--- src/rtl/uart_pkg.sv ---
// Shared types for the UART TX arbiter slice.
// FSM state encoding and byte width constant.
package uart_pkg;

  localparam int DATA_W = 8;

  typedef enum logic [1:0] {
    ST_IDLE,
    ST_XFER,
    ST_GAP
  } state_e;

endpackage

--- src/rtl/uart_tx_arbiter_rr_pick.sv ---
// Round-robin selector: first set bit after last_i, with wrap.
// Ports: req_i vector, last_i index -> grant_o index, any_o.
module rr_pick #(
  parameter int N  = 4,
  parameter int IW = $clog2(N)
) (
  input  logic [N-1:0]  req_i,
  input  logic [IW-1:0] last_i,
  output logic [IW-1:0] grant_o,
  output logic          any_o
);

  logic [IW-1:0] sel;

  always_comb begin
    grant_o = '0;
    any_o   = 1'b0;
    sel     = '0;
    for (int k = 1; k <= N; k++) begin
      sel = IW'((int'(last_i) + k) % N);
      if (!any_o && req_i[sel]) begin
        any_o   = 1'b1;
        grant_o = sel;
      end
    end
  end

endmodule

--- src/rtl/uart_tx_arbiter.sv ---
// Packet round-robin arbiter onto the uart_system TX FIFO port.
// Ports: req_* streams in, w_data/wr_uart out, tx_full in, status out.
module uart_tx_arbiter
  import uart_pkg::*;
#(
  parameter int N_REQ     = 4,
  parameter int MAX_BYTES = 64,
  parameter int TIMEOUT   = 1024,
  parameter int GAP_CYC   = 2,
  localparam int IW = $clog2(N_REQ)
) (
  input  logic                  clk,
  input  logic                  rst,
  input  logic [N_REQ-1:0]      req_valid,
  input  logic [8*N_REQ-1:0]    req_data,
  input  logic [N_REQ-1:0]      req_last,
  output logic [N_REQ-1:0]      req_ready,
  output logic [DATA_W-1:0]     w_data,
  output logic                  wr_uart,
  input  logic                  tx_full,
  output logic                  grant_valid,
  output logic [IW-1:0]         grant_id,
  output logic                  pkt_done,
  output logic                  trunc_err,
  output logic                  tout_err
);

  localparam int BW = $clog2(MAX_BYTES + 1);
  localparam int TW = $clog2(TIMEOUT + 1);
  localparam int GW = $clog2(GAP_CYC + 2);
  localparam int GEND = (GAP_CYC > 0) ? GAP_CYC - 1 : 0;

  state_e        state_q, state_d;
  logic [IW-1:0] grant_q, grant_d;
  logic [IW-1:0] last_q, last_d;
  logic [BW-1:0] byte_q, byte_d;
  logic [TW-1:0] idle_q, idle_d;
  logic [GW-1:0] gap_q, gap_d;
  logic          pd_q, pd_d;
  logic          tr_q, tr_d;
  logic          to_q, to_d;

  logic [IW-1:0] pick;
  logic          any;
  logic          v_g, l_g;
  logic [7:0]    d_g;
  logic          in_xfer, xfer, done;

  rr_pick #(.N(N_REQ), .IW(IW)) u_pick (
    .req_i   (req_valid),
    .last_i  (last_q),
    .grant_o (pick),
    .any_o   (any)
  );

  assign v_g = req_valid[grant_q];
  assign l_g = req_last[grant_q];
  assign d_g = req_data[8*grant_q +: 8];

  // Gated by rst so a reset cycle never moves a byte.
  assign in_xfer = rst && (state_q == ST_XFER);
  assign xfer    = in_xfer && v_g && !tx_full;

  always_comb begin
    req_ready = '0;
    if (in_xfer && !tx_full) req_ready[grant_q] = 1'b1;
  end

  assign wr_uart     = xfer;
  assign w_data      = xfer ? d_g : '0;
  assign grant_valid = in_xfer;
  assign grant_id    = grant_q;
  assign pkt_done    = pd_q;
  assign trunc_err   = tr_q;
  assign tout_err    = to_q;

  always_comb begin
    state_d = state_q;
    grant_d = grant_q;
    last_d  = last_q;
    byte_d  = byte_q;
    idle_d  = idle_q;
    gap_d   = gap_q;
    pd_d    = 1'b0;
    tr_d    = 1'b0;
    to_d    = 1'b0;
    done    = 1'b0;
    unique case (state_q)
      ST_IDLE: begin
        if (any) begin
          grant_d = pick;
          last_d  = pick;
          state_d = ST_XFER;
        end
      end
      ST_XFER: begin
        if (xfer) begin
          byte_d = byte_q + BW'(1);
          idle_d = '0;
          if (l_g) begin
            pd_d = 1'b1;
            done = 1'b1;
          end else if (byte_q == BW'(MAX_BYTES - 1)) begin
            tr_d = 1'b1;
            done = 1'b1;
          end
        end else if (!v_g) begin
          if (idle_q == TW'(TIMEOUT - 1)) begin
            to_d = 1'b1;
            done = 1'b1;
          end else begin
            idle_d = idle_q + TW'(1);
          end
        end
        if (done) begin
          byte_d  = '0;
          idle_d  = '0;
          gap_d   = '0;
          state_d = (GAP_CYC > 0) ? ST_GAP : ST_IDLE;
        end
      end
      ST_GAP: begin
        if (gap_q == GW'(GEND)) begin
          gap_d   = '0;
          state_d = ST_IDLE;
        end else begin
          gap_d = gap_q + GW'(1);
        end
      end
      default: state_d = ST_IDLE;
    endcase
  end

  always_ff @(posedge clk) begin
    if (!rst) begin
      state_q <= ST_IDLE;
      grant_q <= '0;
      last_q  <= IW'(N_REQ - 1);
      byte_q  <= '0;
      idle_q  <= '0;
      gap_q   <= '0;
      pd_q    <= 1'b0;
      tr_q    <= 1'b0;
      to_q    <= 1'b0;
    end else begin
      state_q <= state_d;
      grant_q <= grant_d;
      last_q  <= last_d;
      byte_q  <= byte_d;
      idle_q  <= idle_d;
      gap_q   <= gap_d;
      pd_q    <= pd_d;
      tr_q    <= tr_d;
      to_q    <= to_d;
    end
  end

endmodule

--- config.mk ---
export PLATFORM = sky130hd
export DESIGN_NAME = uart_tx_arbiter
export DESIGN_NICKNAME = d
export VERILOG_FILES = /design/src/rtl/uart_pkg.sv /design/src/rtl/uart_tx_arbiter_rr_pick.sv /design/src/rtl/uart_tx_arbiter.sv
export SDC_FILE = /design/constraint.sdc
export NUM_CORES = 1
export LEC_CHECK = 0
export CORE_ASPECT_RATIO = 0.75
export CORE_MARGIN = 2
export CORE_UTILIZATION = 40
export DETAILED_ROUTE_END_ITERATION = 6
export DONT_BUFFER_PORTS = 1
export PLACE_DENSITY_LB_ADDON = 0.2
export SETUP_SLACK_MARGIN = 0.3
export SLEW_MARGIN = 5
export SYNTH_ARGS = -nofsm -noshare
export SYNTH_HDL_FRONTEND = slang
export SYNTH_SLANG_ARGS = --single-unit
--- constraint.sdc ---
create_clock -name clk -period 2.16 [get_ports clk]
set_clock_uncertainty 0.15 [all_clocks]
set_input_delay 0.108 -clock clk [delete_from_list [all_inputs] [get_ports clk]]
set_output_delay 0.108 -clock clk [all_outputs]
set_load 0.01 [all_outputs]
==> results.txt <==
The final clock period utilization by the worst path was 0.958; the total power draw was 0.00223 W. The core region is 4550 um2. Proportion of synthesized flip-flops having asynchronous set or reset: 0. The worst hold path belongs to the class primary input to register.

In the final design database the tool counted 290 nets. Power spread over the standard cell area amounts to 945 nW/um2. The post-synthesis sequential area ratio is 0.300, and the number of design rule violations left after detail routing is 0. Destination of the critical timing path: idle_q[10]$_SDFFE_PN0P_. The average cell area after synthesis was 8.75 um2.

Across all hold checks on the routed design, the worst slack comes to 0.00409 ns. The number of buffers and inverters on the critical path works out to 2. Setup repair after global routing could not meet its margin everywhere. The library cell occupying the most area in the post-synthesis netlist was sky130_fd_sc_hd__dfxtp_1. The synthesized flop and latch total works out to 29. Number of instances on the worst hold path: 2. The run gives 0.178 as the global-route total usage across every layer. The total leakage power is 0.814 nW, and the post-synthesis net count is 270. For the area of the die, the log shows 5410 um2. The critical path goes through mux4_2 > or4_4 > o211ai_4 > buf_4 > buf_16 > nor2_1.

The commonest cells after synthesis are 29 x sky130_fd_sc_hd__dfxtp_1, 21 x sky130_fd_sc_hd__nor2_1, 17 x sky130_fd_sc_hd__nand2_1. Depth of the most critical reg-to-reg path: 6. The run gives 93 as the violation count after the first detailed-route iteration.

The worst flop-to-flop path startpoint was grant_id[0]$_SDFFE_PN0P_. Derived from the worst setup path, the maximum achievable clock frequency is 483 MHz. In this run the critical register-to-register path is captured at idle_q[10]$_SDFFE_PN0P_. The tools report the kind of end point of the critical path as a register. The logs give 1,607 for the via count of the first global-routing pass and 3410 um for the detailed placer's ending HPWL. The floorplan step set the die width to 84.3 um.

Yosys instantiated no cell more often than sky130_fd_sc_hd__dfxtp_1. For the netlist area before placement, the log shows 1930 um2. Number of buffer cells added on primary ports: 0. The cell type of the slowest stage on the worst timing path was sky130_fd_sc_hd__mux4_2. The run gives 2 as the number of buffers on the longest clock path. The detail-routed net length per standard cell was 15.6 um; the largest driver fanout on the critical path was 5. During synthesis, Yosys emitted a total of 0 warnings.

The number of max-slew violations in the final report was 0; the initial antenna violation count was 0. Pin placement for this block handled 62 I/O pins. The number of iterations in the first detailed-routing pass is 4, and the post-synthesis instance total is 221.

In the post-synthesis netlist, the biggest area contributors are sky130_fd_sc_hd__dfxtp_1 30%, sky130_fd_sc_hd__mux4_2 9.3%, sky130_fd_sc_hd__xnor2_1 5.0%. The critical path runs through a total of 6 cells. The floorplan step set the die height to 64.2 um. In the synthesized netlist the dominant register cell turns out to be sky130_fd_sc_hd__dfxtp_1. Delay of the slowest cell on the worst path: 0.51 ns. The clock drives 29 sinks.

The share of cells above drive strength 1 was 0.252. The run gives 0.29 ns as the clock latency on the worst-skew pair. At the end of routability-driven placement, the weighted congestion stood at 0.796.

The critical path launch point type is a register. In this run the remaining antenna-violating nets after routing total 0. For the number of core rows, the log shows 21. The number of enable-type register cells in the synthesized netlist is 0, and the antenna diode instance count is 0. The arrival time at the worst endpoint came out at 2.10 ns.

The tools report the buffer type at the clock tree root as sky130_fd_sc_hd__clkbuf_8. The via density per instance works out to 5.74. The share of the synthesized area in the top cell type came out at 0.300. By startpoint and endpoint, the worst setup path is classified as register to register. The routed design has 4670 um of wire. The measured slew at the worst slew-check pin is 0.686 ns, and the wire length of the first global-routing pass is 7590 um.

The tools report the worst-case vdd ir drop as 0.521 mV. TritonCTS built the clock tree. The headroom to the max-slew limit is 0.539.

The summed negative setup slack over all endpoints was 0 ns; the clock period minus worst slack was 2.07 ns. The logs give 0.519 for the final core utilization and 0 for the total of max-cap violations. The worst reg-to-reg setup slack was 0.09 ns.

The initial cell density of the core is 0.426. Compared with the post-synthesis result, the final layout area differs by 22.1%. The worst setup path startpoint was grant_id[0]$_SDFFE_PN0P_. Counting distinct cell types in the post-synthesis netlist gives 44. The H-tree was split into 2 levels. The flow ran to the end, and the final reports show no timing, DRC or antenna violations. Setup violations remaining at the end of the flow were counted as 0.

The total congestion overflow after global routing was 0. Summing over every cut layer, the via total after detailed routing is 1,715. TritonCTS buffer count: 5. The layout has 414 filler cells. The cell family contributing the most delay on the critical path is multiplexers.

The clock transition time at the flip-flop clock pins of the worst setup and hold paths was 0.07 ns; the final hold violation count was 0. Worst path required time: 2.19 ns. Entering global routing, the biggest net connects 17 pins.
[worst min-delay path by stage]
stage                           from                     end
2_1_floorplan  gap_q[1]$_SDFFE_PN0P_   gap_q[1]$_SDFFE_PN0P_
3_3_place_gp                     rst  last_q[0]$_SDFFE_PN1P_
3_5_place_dp                     rst  last_q[0]$_SDFFE_PN1P_
4_1_cts                          rst     tout_err$_SDFF_PP0_
5_1_grt                          rst     tout_err$_SDFF_PP0_
6_report                         rst     tout_err$_SDFF_PP0_
[sequential cells by signal (all words and copies together), names as in the netlist]
signal	count
tout_err	1
trunc_err	1
grant_id	2
pkt_done	1
gap_q	2
byte_q	7
state_q	2
idle_q	11
last_q	2
[area by class of cell]
cell class,count,area (um2),area share
Clock buffer,7,86.3,0.0366
Clock inverter,1,30.0,0.0127
Inverter,11,41.3,0.0175
Multi-Input combinational cell,169,1320,0.559
Sequential cell,29,582,0.246
Tap cell,57,71.3,0.0302
Timing Repair Buffer,25,230,0.0975
[cell usage in the layout (no fill, tap or decap), types with 2 or more instances in the layout]
master                     instances
sky130_fd_sc_hd__clkbuf_8          6
sky130_fd_sc_hd__nor2_1           14
sky130_fd_sc_hd__o22ai_1           2
sky130_fd_sc_hd__buf_4            20
sky130_fd_sc_hd__nand3_1          13
sky130_fd_sc_hd__buf_6             2
sky130_fd_sc_hd__and3_4            2
sky130_fd_sc_hd__o211ai_1          6
sky130_fd_sc_hd__o221ai_1          3
sky130_fd_sc_hd__o21ai_0           4
sky130_fd_sc_hd__mux4_2            9
sky130_fd_sc_hd__nand2_1          17
sky130_fd_sc_hd__and3_1            2
sky130_fd_sc_hd__nor4_1            4
sky130_fd_sc_hd__dfxtp_1          28
sky130_fd_sc_hd__and3b_1           2
sky130_fd_sc_hd__o21ai_1           3
sky130_fd_sc_hd__and2_1           12
sky130_fd_sc_hd__nand4_1           3
sky130_fd_sc_hd__inv_1             9
sky130_fd_sc_hd__xnor2_1          11
sky130_fd_sc_hd__nand2b_1          3
sky130_fd_sc_hd__a211oi_1          5
sky130_fd_sc_hd__nor2_2            7
sky130_fd_sc_hd__nor2b_1           5
sky130_fd_sc_hd__a221oi_1          2
sky130_fd_sc_hd__ha_1              4
sky130_fd_sc_hd__nor3_1            3
sky130_fd_sc_hd__a32oi_1           2
sky130_fd_sc_hd__a21oi_1           7
[power by group]
| group | internal (W) | total, W | switching [W] |
|---|---|---|---|
| clock network | 0.000376 | 0.000585 | 0.000209 |
| registers | 0.000598 | 0.000668 | 0.0000702 |
| logic | 0.000471 | 0.000978 | 0.000507 |
[timing repair]
| action | 4_1_cts | 5_1_grt |
|---|---|---|
| endpoints found under the setup margin | 38 | 40 |
| hold endpoints to repair | 14 | 0 |
| buffers inserted | 6 | 1 |
| hold buffers | 1 | 0 |
| cloned | 1 | 0 |
| gates resized for setup | 21 | 8 |
| pin swaps | 5 | 0 |
[logic make-up (layout without fill, tap and decap cells)]
group                      Yosys count  after routing  share of synthesized area
AOI/OAI and AO/OA                   47             47                      0.177
xor gates and xnor gates            11             11                     0.0498
adders and majority gates            6              6                     0.0388
buffers and inverters               23             44                     0.0537
DFF                                 29             29                      0.300
muxes                               11             11                      0.125
and+or+nand+nor                     94             94                      0.255
[stage by stage]
step	std cells	instance area, um2	setup WS (ns)
after floorplan	221	1960	-0.0988
after global placement	282	2080	0.0406
after detailed placement	282	2080	0.0141
after CTS	298	2320	0.0875
after global routing	299	2360	0.0260
final	299	2360	0.0897
[per-layer routing]
layer,vias to the layer above,global-route usage,part of all wire
li1,859,-,-
met1,805,0.243,0.51
met2,47,0.271,0.42
met3,4,0.0413,0.059
met4,0,0.0726,0.0094
met5,-,0,0
Note: power is estimated with default switching activity, not from simulation.
